--- src/rtl/smg_pkg.sv ---
// Shared defaults for the seven-segment scan controller.
package smg_pkg;
   localparam int T1MS         = 50000;
   localparam int DEF_DIGITS   = 4;
   localparam int DEF_BRIGHT_W = 4;
endpackage

--- src/rtl/smg_scan_ctrl_module_tick_gen.sv ---
// Per-digit slot counter: counts 0..SCAN_TICKS-1 and flags the last cycle.
module smg_tick_gen
   import smg_pkg::*;
#(
   parameter int SCAN_TICKS = T1MS
) (
   input  logic clk_i,
   input  logic rst_i,
   input  logic en_i,
   output logic tick_o
);
   localparam int CW = (SCAN_TICKS > 1) ? $clog2(SCAN_TICKS) : 1;
   localparam logic [CW-1:0] LAST = CW'(SCAN_TICKS - 1);

   logic [CW-1:0] cnt_q, cnt_d;

   always_comb begin
      cnt_d = cnt_q;
      if (en_i) cnt_d = (cnt_q == LAST) ? '0 : cnt_q + CW'(1);
   end

   always_ff @(posedge clk_i or posedge rst_i) begin
      if (rst_i) cnt_q <= '0;
      else       cnt_q <= cnt_d;
   end

   assign tick_o = (cnt_q == LAST);
endmodule

--- src/rtl/smg_scan_ctrl_module.sv ---
// Multiplexed digit scanner with frame-shadowed data, leading-zero blanking
// and PWM dimming. Outputs are registered from next-state values.
module smg_scan_ctrl_module
   import smg_pkg::*;
#(
   parameter int DIGITS     = DEF_DIGITS,
   parameter int SCAN_TICKS = T1MS,
   parameter int BRIGHT_W   = DEF_BRIGHT_W
) (
   input  logic                  CLK,
   input  logic                  RST,
   input  logic [4*DIGITS-1:0]   Number_Sig,
   input  logic [DIGITS-1:0]     Dp_Sig,
   input  logic                  Zero_Blank_En,
   input  logic [BRIGHT_W-1:0]   Brightness,
   output logic [3:0]            Number_Data,
   output logic                  Dp_Data,
   output logic [DIGITS-1:0]     Digit_Sel,
   output logic                  Frame_Start
);
   localparam int IW = $clog2(DIGITS);
   localparam logic [IW-1:0] LAST_IDX = IW'(DIGITS - 1);

   logic                first_q;
   logic                tick, wrap, load;
   logic [IW-1:0]       idx_q, idx_d;
   logic [BRIGHT_W-1:0] pwm_q, pwm_d;
   logic [4*DIGITS-1:0] num_sh_q, num_sh_d;
   logic [DIGITS-1:0]   dp_sh_q, dp_sh_d;
   logic                zb_sh_q, zb_sh_d;
   logic [DIGITS-1:0]   hi_zero;
   logic                blank, lit;
   logic [3:0]          nib;
   logic [3:0]          nd_d;
   logic                dp_d;
   logic [DIGITS-1:0]   sel_d;

   // first_q marks the first edge after reset: it forces a shadow load and
   // holds the slot counter so digit 0 gets a full slot.
   always_ff @(posedge CLK or posedge RST) begin
      if (RST) first_q <= 1'b1;
      else     first_q <= 1'b0;
   end

   smg_tick_gen #(.SCAN_TICKS(SCAN_TICKS)) u_tick (
      .clk_i  (CLK),
      .rst_i  (RST),
      .en_i   (~first_q),
      .tick_o (tick)
   );

   assign wrap = tick && (idx_q == LAST_IDX);
   assign load = first_q || wrap;

   always_comb begin
      idx_d = idx_q;
      if (first_q || wrap) idx_d = '0;
      else if (tick)       idx_d = idx_q + IW'(1);
   end

   assign pwm_d    = pwm_q + BRIGHT_W'(1);
   assign num_sh_d = load ? Number_Sig    : num_sh_q;
   assign dp_sh_d  = load ? Dp_Sig        : dp_sh_q;
   assign zb_sh_d  = load ? Zero_Blank_En : zb_sh_q;

   // hi_zero[k]: shadow digits k..DIGITS-1 are all zero.
   always_comb begin
      hi_zero = '0;
      hi_zero[DIGITS-1] = (num_sh_d[4*(DIGITS-1) +: 4] == 4'd0);
      for (int k = DIGITS - 2; k >= 0; k--)
         hi_zero[k] = hi_zero[k+1] && (num_sh_d[4*k +: 4] == 4'd0);
   end

   always_comb begin
      nib = 4'd0;
      for (int k = 0; k < DIGITS; k++)
         if (idx_d == IW'(k)) nib = num_sh_d[4*k +: 4];
   end

   assign blank = zb_sh_d && (idx_d != '0) && hi_zero[idx_d];
   assign lit   = (&Brightness) || (pwm_d < Brightness);

   always_comb begin
      sel_d = '0;
      if (!blank && lit) sel_d[idx_d] = 1'b1;
      nd_d = blank ? 4'd0 : nib;
      dp_d = blank ? 1'b0 : dp_sh_d[idx_d];
   end

   always_ff @(posedge CLK or posedge RST) begin
      if (RST) begin
         idx_q       <= '0;
         pwm_q       <= '0;
         num_sh_q    <= '0;
         dp_sh_q     <= '0;
         zb_sh_q     <= 1'b0;
         Number_Data <= 4'd0;
         Dp_Data     <= 1'b0;
         Digit_Sel   <= '0;
         Frame_Start <= 1'b0;
      end else begin
         idx_q       <= idx_d;
         pwm_q       <= pwm_d;
         num_sh_q    <= num_sh_d;
         dp_sh_q     <= dp_sh_d;
         zb_sh_q     <= zb_sh_d;
         Number_Data <= nd_d;
         Dp_Data     <= dp_d;
         Digit_Sel   <= sel_d;
         Frame_Start <= load;
      end
   end
endmodule

--- config.mk ---
export PLATFORM = sky130hd
export DESIGN_NAME = smg_scan_ctrl_module
export DESIGN_NICKNAME = d
export VERILOG_FILES = /design/src/rtl/smg_pkg.sv /design/src/rtl/smg_scan_ctrl_module_tick_gen.sv /design/src/rtl/smg_scan_ctrl_module.sv
export SDC_FILE = /design/constraint.sdc
export NUM_CORES = 1
export LEC_CHECK = 0
export ABC_AREA = 1
export CORE_AREA = 2 2 73 75
export DETAILED_ROUTE_END_ITERATION = 8
export DIE_AREA = 0 0 75 77
export PLACE_DENSITY_LB_ADDON = 0.2
export SETUP_SLACK_MARGIN = 0.1
export SLEW_MARGIN = 0
export SYNTH_ARGS = -nofsm -noshare
export SYNTH_HDL_FRONTEND = slang
export SYNTH_SLANG_ARGS = --single-unit
--- constraint.sdc ---
create_clock -name CLK -period 3 [get_ports CLK]
set_clock_uncertainty 0.2 [all_clocks]
set_input_delay 0.3 -clock CLK [delete_from_list [all_inputs] [get_ports CLK]]
set_output_delay 0.3 -clock CLK [all_outputs]
set_load 0.02 [all_outputs]
======== After elaboration in Yosys (flattened, before gate mapping) ========
Index checks and enable logic that the tools add are counted.
cells by class
  add/sub/neg operators ................... 3
  magnitude comparators ................... 3
  eq/ne operators ......................... 5
  multiplexer cells ....................... 19
  reductions and logical operators ........ 18
operators by type and width
  kind                     number
  $mux W16                 2
  $mux W4                  7
  $add A16 B1 Y16 const B  1
  $eq A16 B16 Y1 const B   1
  $logic_not A4 Y1         4
  $logic_and A1 B1 Y1      8
  $eq A2 B2 Y1 const B     3
  $mux W1                  5
  $add A4 B1 Y4 const B    1
  $bmux W1 S2              2
  $lt A4 B4 Y1             1
  $mux W2                  2
  $reduce_and A4 Y1        1
  $lt A2 B3 Y1 const B     1
  $add A2 B1 Y2 const B    1
  $demux W1 S2             1
  $eq A2 B1 Y1 const B     1
  $ge A2 B1 Y1 const B     1
  $logic_not A2 Y1         1
  $logic_or A1 B1 Y1       2
  $reduce_bool A2 Y1       1
  $logic_not A1 Y1         1
word-level totals
  flip-flop bits (word level) ............. 54
  output and inout port bits .............. 10

======== Depth between registers and ports, before layout ========
  depth in word-level cells ............... 14
  mapped depth ............................ 16
  mapped depth without buffers ............ 15

======== By module ========
From an unflattened synthesis, not the netlist that was laid out.
second synthesis, totals
  cells, all modules ...................... 341
  area total of the unflattened synthesis .. 2730.1 µm²
modules (own cells, without submodules)
  module                times used  cells an instance  area an instance (µm²)  seq. area each (µm²)
  smg_scan_ctrl_module  1           195                1725.4                  952.2
  smg_tick_gen          1           146                1004.7                  400.4

======== Least setup slack after synthesis ========
Ideal clock, no wire load.
  path kind ............................... register to register
  start point ............................. register u_tick.cnt_q[0]
  end point ............................... register Dp_Data
  library setup time ...................... 119 ps
  arrival time ............................ 1803 ps
  data required time ...................... 2681 ps
  slack ................................... 878 ps
  stages on the path, launching flop included .. 14
  period minus slack after synthesis ...... 2122 ps
  path through ............................ dfrtp_1 > ha_1 > nand3_2 > nor2_4 > nand3_4 > nand2_4 > buf_12 > buf_12 > nand2_1 > o21ai_1 > nand3_1 > nor2_2 > nand3_2 > and2_1
between the ends
  cells in the longest elaborated chain, start to end .. 12
  elaborated cells between the ends (all ways) .. 23
ends and longest elaborated chain
  item                                 RTL line                                                source
  start, declared                      smg_scan_ctrl_module_tick_gen.sv:15                     logic [CW-1:0] cnt_q, cnt_d;
  start signal, assigned               smg_scan_ctrl_module_tick_gen.sv:24                     else cnt_q <= cnt_d;
  $eq A16 B16 Y1 (*)                   smg_scan_ctrl_module_tick_gen.sv:27                     assign tick_o = (cnt_q == LAST);
  $logic_and A1 B1 Y1                  smg_scan_ctrl_module.sv:52                              assign wrap = tick && (idx_q == LAST_IDX);
  $logic_or A1 B1 Y1                   smg_scan_ctrl_module.sv:53, smg_scan_ctrl_module.sv:57
  $mux W16                             smg_scan_ctrl_module.sv:62                              assign num_sh_d = load ? Number_Sig : num_sh_q;
  $logic_not A4 Y1 (on tied branches)  smg_scan_ctrl_module.sv:69, smg_scan_ctrl_module.sv:71
  $logic_and A1 B1 Y1 (3 in series)    smg_scan_ctrl_module.sv:71                              hi_zero[k] = hi_zero[k+1] && (num_sh_d[4*k +: 4] == 4'd0);
  $bmux W1 S2                          smg_scan_ctrl_module.sv:80                              assign blank = zb_sh_d && (idx_d != '0) && hi_zero[idx_d];
  $mux W1 (not written as such)        smg_scan_ctrl_module.sv:80
  $logic_and A1 B1 Y1                  smg_scan_ctrl_module.sv:80
  $mux W1 (*)                          smg_scan_ctrl_module.sv:87                              dp_d = blank ? 1'b0 : dp_sh_d[idx_d];
  named net dp_d                       smg_scan_ctrl_module.sv:35                              logic dp_d;
  end signal, assigned                 smg_scan_ctrl_module.sv:108                             Dp_Data <= dp_d;
  end, declared                        smg_scan_ctrl_module.sv:17                              output logic Dp_Data,
The timed path passes the listed nets; every way through them passes the cells marked *. The select of a mux whose other input is x is not followed.
A chain may end at the register's enable or synchronous reset.

======== Final worst setup path ========
  start point ............................. register u_tick.cnt_q[0]
  end point ............................... register Number_Data[0]
between the ends
  elaborated cells between the ends (all ways) .. 28
RTL lines
  item                   RTL line                             source
  $eq A16 B16 Y1 (*)     smg_scan_ctrl_module_tick_gen.sv:27
  $logic_and A1 B1 Y1    smg_scan_ctrl_module.sv:52
  $logic_or A1 B1 Y1     smg_scan_ctrl_module.sv:57           if (first_q || wrap) idx_d = '0;
  $mux W2 (*)            smg_scan_ctrl_module.sv:57
  named net idx_d[0]     smg_scan_ctrl_module.sv:26           logic [IW-1:0] idx_q, idx_d;
  $logic_not A2 Y1       smg_scan_ctrl_module.sv:77           if (idx_d == IW'(k)) nib = num_sh_d[4*k +: 4];
  $mux W4 (4 in series)  smg_scan_ctrl_module.sv:77
  $mux W4 (*)            smg_scan_ctrl_module.sv:86           nd_d = blank ? 4'd0 : nib;
  named net nd_d[0]      smg_scan_ctrl_module.sv:34           logic [3:0] nd_d;
  end signal, assigned   smg_scan_ctrl_module.sv:107          Number_Data <= nd_d;
  end, declared          smg_scan_ctrl_module.sv:16           output logic [3:0] Number_Data,
Marks and branches as above.

==> results_dict.tcl <==
set metrics [dict create \
    outcome "finished clean" \
    die_y_um 77 \
    cp-startpoint "u_tick.cnt_q[0]" \
    synthAdderAreaFrac_pct 2.84 \
    fill_cells 443 \
    synthMuxAreaShare_pct 0 \
    hold_path.class "input pin to asynchronous set/reset pin" \
    final_core_util_pct 63.4 \
    p_leak_nw 1.54 \
    grt_usage_pct 21.2 \
    synth.area.top_cells "dfrtp_1 50%, nand2_1 11%, inv_1 5.5%" \
    synth_compound_area_share_pct 7.06 \
    synth_top_family_by_area "simple AND/OR/NAND/NOR gates" \
    crit_top_cell "inv_2" \
    grt_busiest_layer "met1" \
    cts_tree "done" \
    pwr-share-seq_pct 52.3 \
    wl_per_cell_um 12.7 \
    initial_utilization_pct 53.0 \
    final_cell_mix "75 x nand2_1, 53 x dfrtp_1, 38 x inv_1" \
    syn-num-nets 345 \
    fmax_mhz 391 \
    synth_warnings 0 \
    slowest_stage "dfrtp_1" \
    ios 37 \
    fin_ws_ns 0.441 \
    multi_input_area_um2 1060 \
    crit_required_ns 2.99 \
    cap_violations 0 \
    clock_sinks 54 \
    hold_buffers 0 \
    p_clk_share_pct 29.6 \
    setup_viol 0 \
    cp-end-kind "register" \
    final_antenna_net_count 0 \
    synth_area_um2 2640 \
    drive_gt1_share_pct 7.98 \
    fp.coreArea_um2 4980 \
    timing.rr.start "u_tick.cnt_q[0]" \
    overflow 0 \
    dpl_worst_slack_ns 0.469 \
    dp_hpwl_um 4060 \
    post-route-drc-count 0 \
    drt-total-wl_um 5360 \
    synth_top_area_cell "dfrtp_1" \
    use_met2_pct 29.9 \
    viasPerCell 4.95 \
    critical_path_class "register to register" \
    grt_start_max_net_pins 30 \
    worstPathArrival_ns 2.55 \
    gr-usage-met1_pct 32.8 \
    period_needed_ns 2.56 \
    netlist.area_leader.share_pct 50.2 \
    synthCells 312 \
    drtIter0Drc 124 \
    synth_xor_area_share_pct 1.99 \
    portBuffers 36 \
    swShare_pct 27.7 \
    num_rows 26 \
    final_common_cell "nand2_1" \
    ys_types 36 \
    ys_ff_latch 54 \
    area_growth_pct 19.5 \
    seq_area_frac_synth_pct 51.2 \
    setup_tns_ns 0 \
    path_cells "ha_1, nand3_2, nor2_4, nand3_4, nand2_4, inv_2, nand2_1, inv_2, nor2_1, inv_1, o22ai_1, a21oi_1" \
    gp_congestion 0.881 \
    clock-root-buffer "clkbuf_8" \
    nNetsFinal 384 \
    net-switching-power_uw 464 \
    seqCellArea_um2 1350 \
    post_cts_buffers 0 \
    critPathMaxFanout 29 \
    die_w_um 75 \
    clk_pin_slew_ns 0.09 \
    ir_drop_uv 305 \
    cts_buffer_depth 2 \
    fin_crit_sh_pct 85.3 \
    rsz0062_at_grt "false" \
    insertion_delay_ns 0.30 \
    finalNonFillerCells 421 \
    cts_made_buffers 5 \
    final_hold_viol_count 0 \
    critPathMaxStageDelay_ns 0.40 \
    grt_pass1_vias 2061 \
    h-tree-depth 2 \
    avgSynthCellArea_um2 8.46 \
    dp.cells 414 \
    cts_resized 0 \
    p_int_mw 1.21 \
    die_area_um2 5780 \
    diodes 0 \
    maxSlewViolCount 0 \
    grt_first_pass_wirelength_um 9470 \
    use_met3_pct 4.34 \
    synthSimpleGateAreaFrac_pct 28.1 \
    drtPass1Iterations 4 \
    dr_total_vias 2082 \
    start_kind "register" \
    power.density_nw_per_um2 530 \
    comb_power_share_pct 18.2 \
    antenna_found_initial 0 \
]
-- metal layers --
metal / up-vias / wire length, um
met1: 959 / 2660
li1: 1065 / -
met5: - / 0
met4: 0 / 86
met3: 7 / 269
met2: 51 / 2350
-- area by class of cell --
cell class                      instances  share of cell area, %
Tap cell                               70                   2.78
Timing Repair Buffer                   39                   12.1
Clock inverter                          1                  0.952
Clock buffer                            6                   2.62
Sequential cell                        54                   42.9
Multi-Input combinational cell        209                   33.6
Inverter                               42                   5.04
-- worst max-delay path: cells and delay by family, from the launching register on --
kind                     cells  cell delay (ns)
AO/OA/AOI/OAI                2             0.21
AND/OR/NAND/NOR              6             1.00
flip-flops                   1             0.40
adder cells (fa/ha/maj)      1             0.25
buffers and inverters        3             0.37
-- path summary, 6_finish.rpt --
kind | end | cells after the start | slack, ns
worst min register to register | pwm_q[3] | 1 | 0.28
worst max register to register | Number_Data[0] | 12 | 0.44
max in group asynchronous | Digit_Sel[1] | 3 | 1.90
worst min-delay path | u_tick.cnt_q[3] | 2 | 0.11
min in group CLK | pwm_q[3] | 1 | 0.28
worst max-delay path | Number_Data[0] | 12 | 0.44
-- synthesized netlist by cell type --
library cell	n
or2_2	1
nand2_1	75
o21bai_1	1
a211oi_1	1
clkbuf_1	1
nand2_2	3
conb_1	1
nor2_2	2
nand3_2	2
inv_1	39
ha_1	6
xnor2_1	1
xor2_1	5
o21a_1	1
buf_12	2
o22ai_1	6
nor2_4	3
nand2_4	1
nor3_1	6
nand3_4	1
dfrtp_1	53
inv_2	2
buf_2	2
a31oi_1	1
nand4_1	5
buf_4	2
o21ai_1	5
or2_0	2
nand3b_1	1
and2_1	1
o21ai_0	8
dfstp_2	1
clkinv_2	1
nor2_1	34
a21oi_1	11
nand3_1	25
-- power by group through the flow --
stage / logic [mW] / registers, mW / clock network [mW]
after floorplan: 0.204 / 0.880 / 0
after global placement: 0.300 / 0.883 / 0
after detailed placement: 0.306 / 0.886 / 0
after CTS: 0.307 / 0.872 / 0.506
after global routing: 0.349 / 0.882 / 0.534
final: 0.303 / 0.873 / 0.494
-- cells by family (layout without fill, tap and decap cells) --
| kind of cell | after synthesis | after routing |
|---|---|---|
| simple gates | 162 | 162 |
| flops | 54 | 54 |
| buf+inv | 49 | 88 |
| compound gates | 34 | 34 |
| fa+ha+maj | 6 | 6 |
| xor+xnor | 6 | 6 |
| other cells | 1 | 1 |
-- stage by stage --
step                      hold slack [ns]  instance area [um2]  power [mW]
after global routing                0.147                 3150        1.77
final                               0.113                 3150        1.67
after floorplan                     0.236                 2640        1.08
after global placement              0.268                 3040        1.18
after CTS                           0.122                 3150        1.68
after detailed placement            0.267                 3040        1.19
-- state kept, by name (all words and copies together), names as in the netlist, 2 cells and up --
register,flops
idx_q,2
pwm_q,4
u_tick.cnt_q,16
Number_Data,4
num_sh_q,16
dp_sh_q,4
Digit_Sel,4
Note: power is estimated with default switching activity, not from simulation.
